**src/rtl/decode_iter_scheduler_pkg.sv**
```systemverilog
// Shared definitions for the layered-decoder frame scheduler: state encoding,
// default sizing and the index-width helper.
package decode_iter_scheduler_pkg;

  typedef enum logic [2:0] {
    ST_IDLE,
    ST_RUN,
    ST_ITER_CHECK,
    ST_TERM,
    ST_OUT
  } sched_state_t;

  localparam int DEF_LAYER_NUM = 3;
  localparam int DEF_MAX_ITER  = 10;

  // Never return a zero width, even for a single-layer code.
  function automatic int idx_width(input int n);
    return (n > 1) ? $clog2(n) : 1;
  endfunction

endpackage

```
**src/rtl/decode_iter_scheduler_layer_done_merge.sv**
```systemverilog
// Merges CNU write-back and VNU update completion into one layer_finish pulse
// per layer, with sticky flags that can be held while the scheduler defers.
module decode_iter_scheduler_layer_done_merge (
  input  logic read_clk,
  input  logic rst,
  input  logic collect,
  input  logic hold,
  input  logic c2v_mem_we,
  input  logic vnu_layer_done,
  output logic layer_finish
);

  logic cnu_done;
  logic vnu_done;
  logic cnu_eff;
  logic vnu_eff;
  logic fire;

  assign cnu_eff = cnu_done | c2v_mem_we;
  assign vnu_eff = vnu_done | vnu_layer_done;
  assign fire    = collect & ~hold & cnu_eff & vnu_eff;

  // Flags drop as the pulse is launched, so any strobe seen during the
  // layer_finish cycle is kept for the following layer.
  always_ff @(posedge read_clk) begin
    if (rst || !collect) begin
      cnu_done     <= 1'b0;
      vnu_done     <= 1'b0;
      layer_finish <= 1'b0;
    end else begin
      layer_finish <= fire;
      cnu_done     <= fire ? 1'b0 : cnu_eff;
      vnu_done     <= fire ? 1'b0 : vnu_eff;
    end
  end

endmodule

```
**src/rtl/decode_iter_scheduler.sv**
```systemverilog
// Frame-level scheduler: accepts a frame, counts layers and iterations, applies
// syndrome or iteration-limit termination and hands the result downstream.
module decode_iter_scheduler
  import decode_iter_scheduler_pkg::*;
#(
  parameter int LAYER_NUM = DEF_LAYER_NUM,
  parameter int MAX_ITER  = DEF_MAX_ITER,
  parameter int ITER_W    = $clog2(MAX_ITER + 1),
  parameter int LAYER_W   = idx_width(LAYER_NUM)
) (
  input  logic               read_clk,
  input  logic               rst,
  input  logic               frame_valid,
  output logic               frame_ready,
  output logic               fsm_en,
  input  logic               c2v_mem_we,
  input  logic               vnu_layer_done,
  input  logic               last_layer,
  output logic               layer_finish,
  input  logic               syn_valid,
  input  logic               syn_zero,
  output logic               termination,
  output logic [LAYER_W-1:0] layer_idx,
  output logic [ITER_W-1:0]  iter_idx,
  output logic               dec_valid,
  input  logic               dec_ready,
  output logic               dec_success,
  output logic [ITER_W-1:0]  dec_iter,
  output logic               sync_err
);

  sched_state_t state;
  logic         at_last;
  logic         collect;
  logic         hold;

  assign at_last = (layer_idx == LAYER_W'(LAYER_NUM - 1));
  assign collect = (state == ST_RUN) || (state == ST_ITER_CHECK);
  // A completed layer arriving while the iteration closes must wait for the
  // syndrome verdict, just like one arriving during ITER_CHECK.
  assign hold    = (state == ST_ITER_CHECK) || (layer_finish && at_last);

  decode_iter_scheduler_layer_done_merge u_merge (
    .read_clk       (read_clk),
    .rst            (rst),
    .collect        (collect),
    .hold           (hold),
    .c2v_mem_we     (c2v_mem_we),
    .vnu_layer_done (vnu_layer_done),
    .layer_finish   (layer_finish)
  );

  always_ff @(posedge read_clk) begin
    if (rst) begin
      state       <= ST_IDLE;
      frame_ready <= 1'b1;
      fsm_en      <= 1'b0;
      termination <= 1'b0;
      layer_idx   <= '0;
      iter_idx    <= '0;
      dec_valid   <= 1'b0;
      dec_success <= 1'b0;
      dec_iter    <= '0;
      sync_err    <= 1'b0;
    end else begin
      termination <= 1'b0;
      case (state)
        ST_IDLE: begin
          if (frame_valid) begin
            state       <= ST_RUN;
            frame_ready <= 1'b0;
            fsm_en      <= 1'b1;
            layer_idx   <= '0;
            iter_idx    <= '0;
          end
        end
        ST_RUN: begin
          if (layer_finish) begin
            if (last_layer != at_last) sync_err <= 1'b1;
            if (at_last) begin
              layer_idx <= '0;
              iter_idx  <= iter_idx + ITER_W'(1);
              state     <= ST_ITER_CHECK;
            end else begin
              layer_idx <= layer_idx + LAYER_W'(1);
            end
          end
        end
        ST_ITER_CHECK: begin
          if (syn_valid) begin
            if (syn_zero || (iter_idx == ITER_W'(MAX_ITER))) begin
              state       <= ST_TERM;
              termination <= 1'b1;
              dec_success <= syn_zero;
              dec_iter    <= iter_idx;
            end else begin
              state <= ST_RUN;
            end
          end
        end
        ST_TERM: begin
          state     <= ST_OUT;
          fsm_en    <= 1'b0;
          dec_valid <= 1'b1;
        end
        ST_OUT: begin
          if (dec_ready) begin
            state       <= ST_IDLE;
            dec_valid   <= 1'b0;
            frame_ready <= 1'b1;
          end
        end
        default: state <= ST_IDLE;
      endcase
    end
  end

endmodule

```
**config.mk**
```make
export PLATFORM = sky130hd
export DESIGN_NAME = decode_iter_scheduler
export DESIGN_NICKNAME = d
export VERILOG_FILES = /design/src/rtl/decode_iter_scheduler_pkg.sv /design/src/rtl/decode_iter_scheduler_layer_done_merge.sv /design/src/rtl/decode_iter_scheduler.sv
export SDC_FILE = /design/constraint.sdc
export NUM_CORES = 1
export LEC_CHECK = 0
export ABC_AREA = 1
export BUFFER_PORTS_ARGS = -buffer_cell sky130_fd_sc_hd__buf_4
export CORE_ASPECT_RATIO = 1.25
export CORE_MARGIN = 4
export CORE_UTILIZATION = 51
export DETAILED_ROUTE_END_ITERATION = 6
export PLACE_DENSITY = 0.77
export SKIP_CTS_REPAIR_TIMING = 1
export SLEW_MARGIN = 20
export SYNTH_ARGS = -nofsm -noshare
export SYNTH_HDL_FRONTEND = slang
export SYNTH_SLANG_ARGS = --single-unit
export TNS_END_PERCENT = 1
```
**constraint.sdc**
```tcl
create_clock -name read_clk -period 1.45 [get_ports read_clk]
set_clock_uncertainty 0.15 [all_clocks]
set_input_delay 0.0725 -clock read_clk [delete_from_list [all_inputs] [get_ports read_clk]]
set_output_delay 0.0725 -clock read_clk [all_outputs]
set_load 0.05 [all_outputs]
```
* After elaboration in Yosys (flattened, before gate mapping) *
Cells that the tools add are included.

storage, ports and cells
  output and inout bits = 17
  bits in registers = 22
  input bits = 9

cells by class
  muxes and demuxes = 23
  equality and inequality tests = 12
  reduce and logical (&&, ||, !) cells = 21
  bitwise gates (word level) = 8
  $add $sub $neg = 2

operator list
  cell                   count
  $mux W3                5
  $pmux W3 S5            1
  $mux W4                3
  $reduce_and A3 Y1      4
  $mux W2                4
  $ne A2 B2 Y1 const B   4
  $pmux W4 S2            1
  $reduce_bool A2 Y1     4
  $eq A3 B2 Y1 const B   2
  $pmux W1 S2            3
  $mux W1                5
  $reduce_and A5 Y1      1
  $add A4 B1 Y4 const B  1
  $eq A4 B4 Y1 const B   1
  $logic_or A1 B1 Y1     4
  $pmux W2 S2            1
  $reduce_and A2 Y1      2
  $reduce_and A4 Y1      1
  $and A1 B1 Y1          3
  $eq A3 B1 Y1 const B   1
  $eq A3 B3 Y1 const B   1
  $logic_not A3 Y1       1
  $not A1 Y1             3
  $reduce_or A3 Y1       1
  8 further kinds        9

* Depth between registers and ports, before layout *
  word-level depth = 8
  depth in mapped cells = 9
  gate-level depth less buffers = 8

* Modules after synthesis *
Synthesis repeated with hierarchy kept, for this count alone.

unflattened totals
  cells, all modules = 153
  area, all modules = 1104.8 sq um

by module, submodules not included
  module                                  cells each  sequential area each (sq um)  area an instance (sq um)  instances
  decode_iter_scheduler                   132         380.4                         945.9                     1
  decode_iter_scheduler_layer_done_merge  21          60.1                          158.9                     1

* Worst setup path after synthesis *
No wires, ideal clock.

  kind = register to register
  start = register iter_idx[0]
  end = register dec_iter[1]
  arrival time = 1.487 ns
  required time = 1.230 ns
  stages on the path, launching flop included = 8
  period minus slack after synthesis = 1.708 ns
  setup slack = -0.258 ns
  cell sequence = dfxtp_1 > inv_1 > ha_1 > nand2_1 > nand2_1 > nand2_2 > nand2_1 > a21oi_1

between the ends
  longest elaborated chain between the ends = 3

RTL lines
  element                             line                         RTL
  from (decl)                         decode_iter_scheduler.sv:24  output logic [ITER_W-1:0] iter_idx,
  from (signal assigned)              decode_iter_scheduler.sv:82  iter_idx <= iter_idx + ITER_W'(1);
  $eq A4 B4 Y1                        decode_iter_scheduler.sv:91  if (syn_zero || (iter_idx == ITER_W'(MAX_ITER))) begin
  $logic_or A1 B1 Y1                  decode_iter_scheduler.sv:91
  $reduce_and A3 Y1 (no source line)  n/a
  to (signal assigned)                decode_iter_scheduler.sv:95  dec_iter <= iter_idx;
  to (decl)                           decode_iter_scheduler.sv:28  output logic [ITER_W-1:0] dec_iter,

Every way passes these cells.
A chain may end at the register's enable or synchronous reset.

* Worst setup path in the final report *
  start = register state[2]
  end = register u_merge.cnu_done

between the ends
  longest elaborated chain between the ends = 7

RTL lines
  element                              line                                                      RTL
  from (decl)                          decode_iter_scheduler.sv:32                               sched_state_t state;
  from (signal assigned)               decode_iter_scheduler.sv:55                               state <= ST_IDLE;
  from (signal assigned)               decode_iter_scheduler.sv:70                               state <= ST_RUN;
  from (signal assigned)               decode_iter_scheduler.sv:83                               state <= ST_ITER_CHECK;
  $eq A3 B2 Y1                         decode_iter_scheduler.sv:38, decode_iter_scheduler.sv:41
  $logic_or A1 B1 Y1                   decode_iter_scheduler.sv:41                               assign hold = (state == ST_ITER_CHECK) || (layer_finish && at_last);
  $not A1 Y1                           decode_iter_scheduler_layer_done_merge.sv:21              assign fire = collect & ~hold & cnu_eff & vnu_eff;
  $and A1 B1 Y1 (3 in a row)           decode_iter_scheduler_layer_done_merge.sv:21
  $reduce_or A2 Y1 (no source line) *  n/a
  to (signal assigned)                 decode_iter_scheduler_layer_done_merge.sv:32              cnu_done <= fire ? 1'b0 : cnu_eff;
  to (decl)                            decode_iter_scheduler_layer_done_merge.sv:13              logic cnu_done;

Mark *: on every way between the ends. The rest lies on a longest branch, timed or not.

==> results.md <==
Outcome
* completed — run status

Yosys
* 158 — Net Count, Synth
* 0.0235 — area share of fa/ha/maj cells after synthesis
* sky130_fd_sc_hd__dfxtp_1, sky130_fd_sc_hd__nand3_1, sky130_fd_sc_hd__nand2_1 — largest cells by area after synthesis
* 147 — gate count after technology mapping
* simple AND/OR/NAND/NOR gates — largest family of logic cells by synthesized area
* 0.350 — basic-gate share of the synthesized area counting and, or, nand and nor cells
* 0.414 — top cell type's share of synthesized area
* 0 — Yosys warning count
* 0.120 — area fraction in compound gates after synthesis
* 7.24 um^2 — post-synthesis average cell area
* 0.414 — proportion of synthesized chip area in sequential cells
* 0 — post-synthesis mux area share
* sky130_fd_sc_hd__nand2_1, sky130_fd_sc_hd__dfxtp_1, sky130_fd_sc_hd__inv_1, sky130_fd_sc_hd__nand3_1, sky130_fd_sc_hd__nor2_1 — synth cell count leaders
* 0 — Synth async-reset ratio
* sky130_fd_sc_hd__dfxtp_1 — largest area contributor in the synthesized netlist
* 1060 um^2 — synthesized cell area
* sky130_fd_sc_hd__dfxtp_1 — flip-flop cell with the highest count after synthesis
* 22 — number of synthesized register bits
* 0.00823 — post-synthesis share of cell area spent on xor and xnor gates
* sky130_fd_sc_hd__nand2_1 — most frequently used cell type in the post-synthesis netlist
* 0 — number of synthesized flops with an enable pin
* 22 — number of different library cells in the post-synthesis netlist

STA
* false — unrepaired setup endpoints after global routing
* 0.00832 ns — Hold Worst Slack
* 0.834 — worst relative slew slack
* 0 — final max-slew violation count
* 0 — number of endpoints with negative hold slack in the final report
* 0.942 — final cycle utilization of the critical path
* 0.0844 ns — worst path setup slack after routing
* 0 — setup violators final
* 732 MHz — upper clock frequency limit
* 0.249 ns — measured slew at the worst slew-check pin
* 1.37 ns — min cycle time layout
* 0 ns — final sum of negative setup slack

Setup path
* state[2] — origin of the critical flop-to-flop path
* flop to flop — classification of the worst setup path
* 8 — top fanout value on the critical path
* flop — Critical Path End Type
* state[2] — Critical Path Start
* 1.51 ns — critical path data required time
* flop — critical path startpoint category
* 1.43 ns — signal arrival time at the worst endpoint

Floorplanning
* 26 — count of pins on the block boundary
* 2890 um^2 — floorplan die area
* 18 — Core Rows
* 48.9 um — die extent in x
* 59.1 um — vertical extent of the die
* 0.537 — Starting Density
* 1980 um^2 — CORE AREA

Global routing
* 0.168 — global-route usage over all layers
* 14 — maximum number of pins on one net before global-route repair
* 0 — number of antenna violations at the first check in global routing
* 937 — vias in the first global route
* 3.84 mm — global-route wire length before repair
* 0 — global route total overflow

Layout
* 0.315 — layout cell share with drive strength beyond 1
* 201 — final non-filler cell total
* 30.8% — Layout area overhead
* 0.703 — core utilization of the finished layout
* 193 — nets
* 0 — Inserted Diodes
* 178 — filler instances

Clock tree
* 22 — # clock sinks
* 3 — CTS Buf Count
* 1 — number of levels in the clock H-tree
* 0.31 ns — clock latency at the later pin of the worst-skew pair
* 0.11 ns — clock transition time at the flip-flop clock pins of the worst setup and hold paths
* done — CTS tree
* sky130_fd_sc_hd__clkbuf_4 — Root Driver
* 2 — clk buf depth

Hold path
* last_layer — Min-Delay Startpoint
* input pin to flop — HP Class

Power
* 0.452 — switch share
* 1.05 mW — power spent charging and discharging nets
* 0.485 — proportion of power drawn by combinational gates
* 0.646 nW — Leakage Power
* 1.27 mW — Internal Dissipation
* 0.373 — Seq pwr share
* 0.142 — power share of the clock group
* 1660 nW/um^2 — pwr/cell area
* 1.33 mV — largest voltage drop on the vdd net

Detailed routing
* 4 — detailed-router iteration count before antenna repair
* 11.4 um — per-cell routed wire length
* 5.13 — detail-routed via count per cell
* 1032 — Vias
* 0 — Antenna Nets Post-Route
* 2.29 mm — overall routed net length
* 0 — DRC violations left
* 12 — initial DRC count

Placed design
* 1.77 mm — DP Wirelength
* 25 — Port Buffer Count
* 191 — Placed Cells
* 0.0346 ns — worst slack at placement
* 0.779 — Placer Congestion

Flow run
* 0 — MaxCap Viol Count

==> state kept, by name, indices dropped and copies added, names as in the netlist <==
name and cells:
dec_success 1, u_merge.layer_finish 1, frame_ready 1, layer_idx 2, u_merge.vnu_done 1, dec_valid 1
u_merge.cnu_done 1, dec_iter 4, termination 1, state 3, sync_err 1, iter_idx 4
fsm_en 1
==> metrics by stage <==
step,power [mW],cell area (um^2)
2_1_floorplan,1.72,1070
3_3_place_gp,1.95,1280
3_5_place_dp,1.97,1280
4_1_cts,2.31,1310
5_1_grt,2.49,1390
6_report,2.31,1390
==> final timing paths <==
kind,cells after the start,slack [ns],to
setup / recovery,5,0.08,u_merge.cnu_done
hold / removal,5,0.008,sync_err
setup reg to reg,5,0.08,u_merge.cnu_done
hold reg to reg,2,0.32,dec_iter[0]
==> power by group through the flow <==
stage | logic, mW | clock network (mW) | registers, mW
final | 1.12 | 0.330 | 0.863
after global routing | 1.24 | 0.371 | 0.879
after CTS | 1.11 | 0.343 | 0.854
after detailed placement | 1.11 | 0 | 0.867
after global placement | 1.09 | 0 | 0.859
after floorplan | 0.668 | 0 | 1.06
==> worst max-delay path: stages, from the launching register on <==
cell                      delay [ns]
sky130_fd_sc_hd__dfxtp_2        0.38
sky130_fd_sc_hd__nor2_4         0.13
sky130_fd_sc_hd__nand2_2        0.14
sky130_fd_sc_hd__nor2_4         0.17
sky130_fd_sc_hd__nand3_1        0.12
sky130_fd_sc_hd__and3_1         0.18
==> cells by family (layout without fill, tap and decap cells) <==
family,after synthesis,after routing
and+or+nand+nor,76,76
AOI/OAI and AO/OA,24,24
DFF,22,22
buffers and inverters,22,56
adders and majority gates,2,2
xor gates and xnor gates,1,1
==> area by class of cell <==
cell class / instances / area (um^2) / share of cell area
flip-flops and latches: 22 / 454 / 0.326
inverters: 20 / 75.1 / 0.0539
well taps: 20 / 25.0 / 0.0180
repair buffers: 32 / 255 / 0.183
clock buffers: 4 / 36.3 / 0.0261
multi-input cells: 103 / 547 / 0.393
==> per-layer routing <==
| layer | wire length, um | up-vias | global-route usage |
|---|---|---|---|
| met5 | 0 | - | 0 |
| li1 | - | 536 | - |
| met3 | 96 | 7 | 0.0302 |
| met4 | 74 | 0 | 0.0923 |
| met2 | 1210 | 22 | 0.328 |
| met1 | 908 | 467 | 0.164 |
==> placed cells by master (no fill, tap or decap) <==
cell type,count
sky130_fd_sc_hd__nor2_1,17
sky130_fd_sc_hd__nand2_2,3
sky130_fd_sc_hd__o21ai_0,4
sky130_fd_sc_hd__nor2_4,4
sky130_fd_sc_hd__inv_2,1
sky130_fd_sc_hd__or2_2,2
sky130_fd_sc_hd__nor3_1,2
sky130_fd_sc_hd__buf_4,26
sky130_fd_sc_hd__o21ai_2,1
sky130_fd_sc_hd__nand2_1,23
sky130_fd_sc_hd__inv_1,19
sky130_fd_sc_hd__o21ai_1,2
sky130_fd_sc_hd__a21oi_1,16
sky130_fd_sc_hd__xor2_1,1
sky130_fd_sc_hd__ha_1,2
sky130_fd_sc_hd__and3_1,1
sky130_fd_sc_hd__dfxtp_1,13
sky130_fd_sc_hd__nand2_4,3
sky130_fd_sc_hd__clkbuf_4,3
sky130_fd_sc_hd__nand3_1,18
sky130_fd_sc_hd__nor2_2,3
sky130_fd_sc_hd__dlygate4sd3_1,6
sky130_fd_sc_hd__dfxtp_4,1
sky130_fd_sc_hd__dfxtp_2,8
sky130_fd_sc_hd__a21oi_2,1
sky130_fd_sc_hd__clkbuf_8,1
Power figures use the tool's default switching activity.
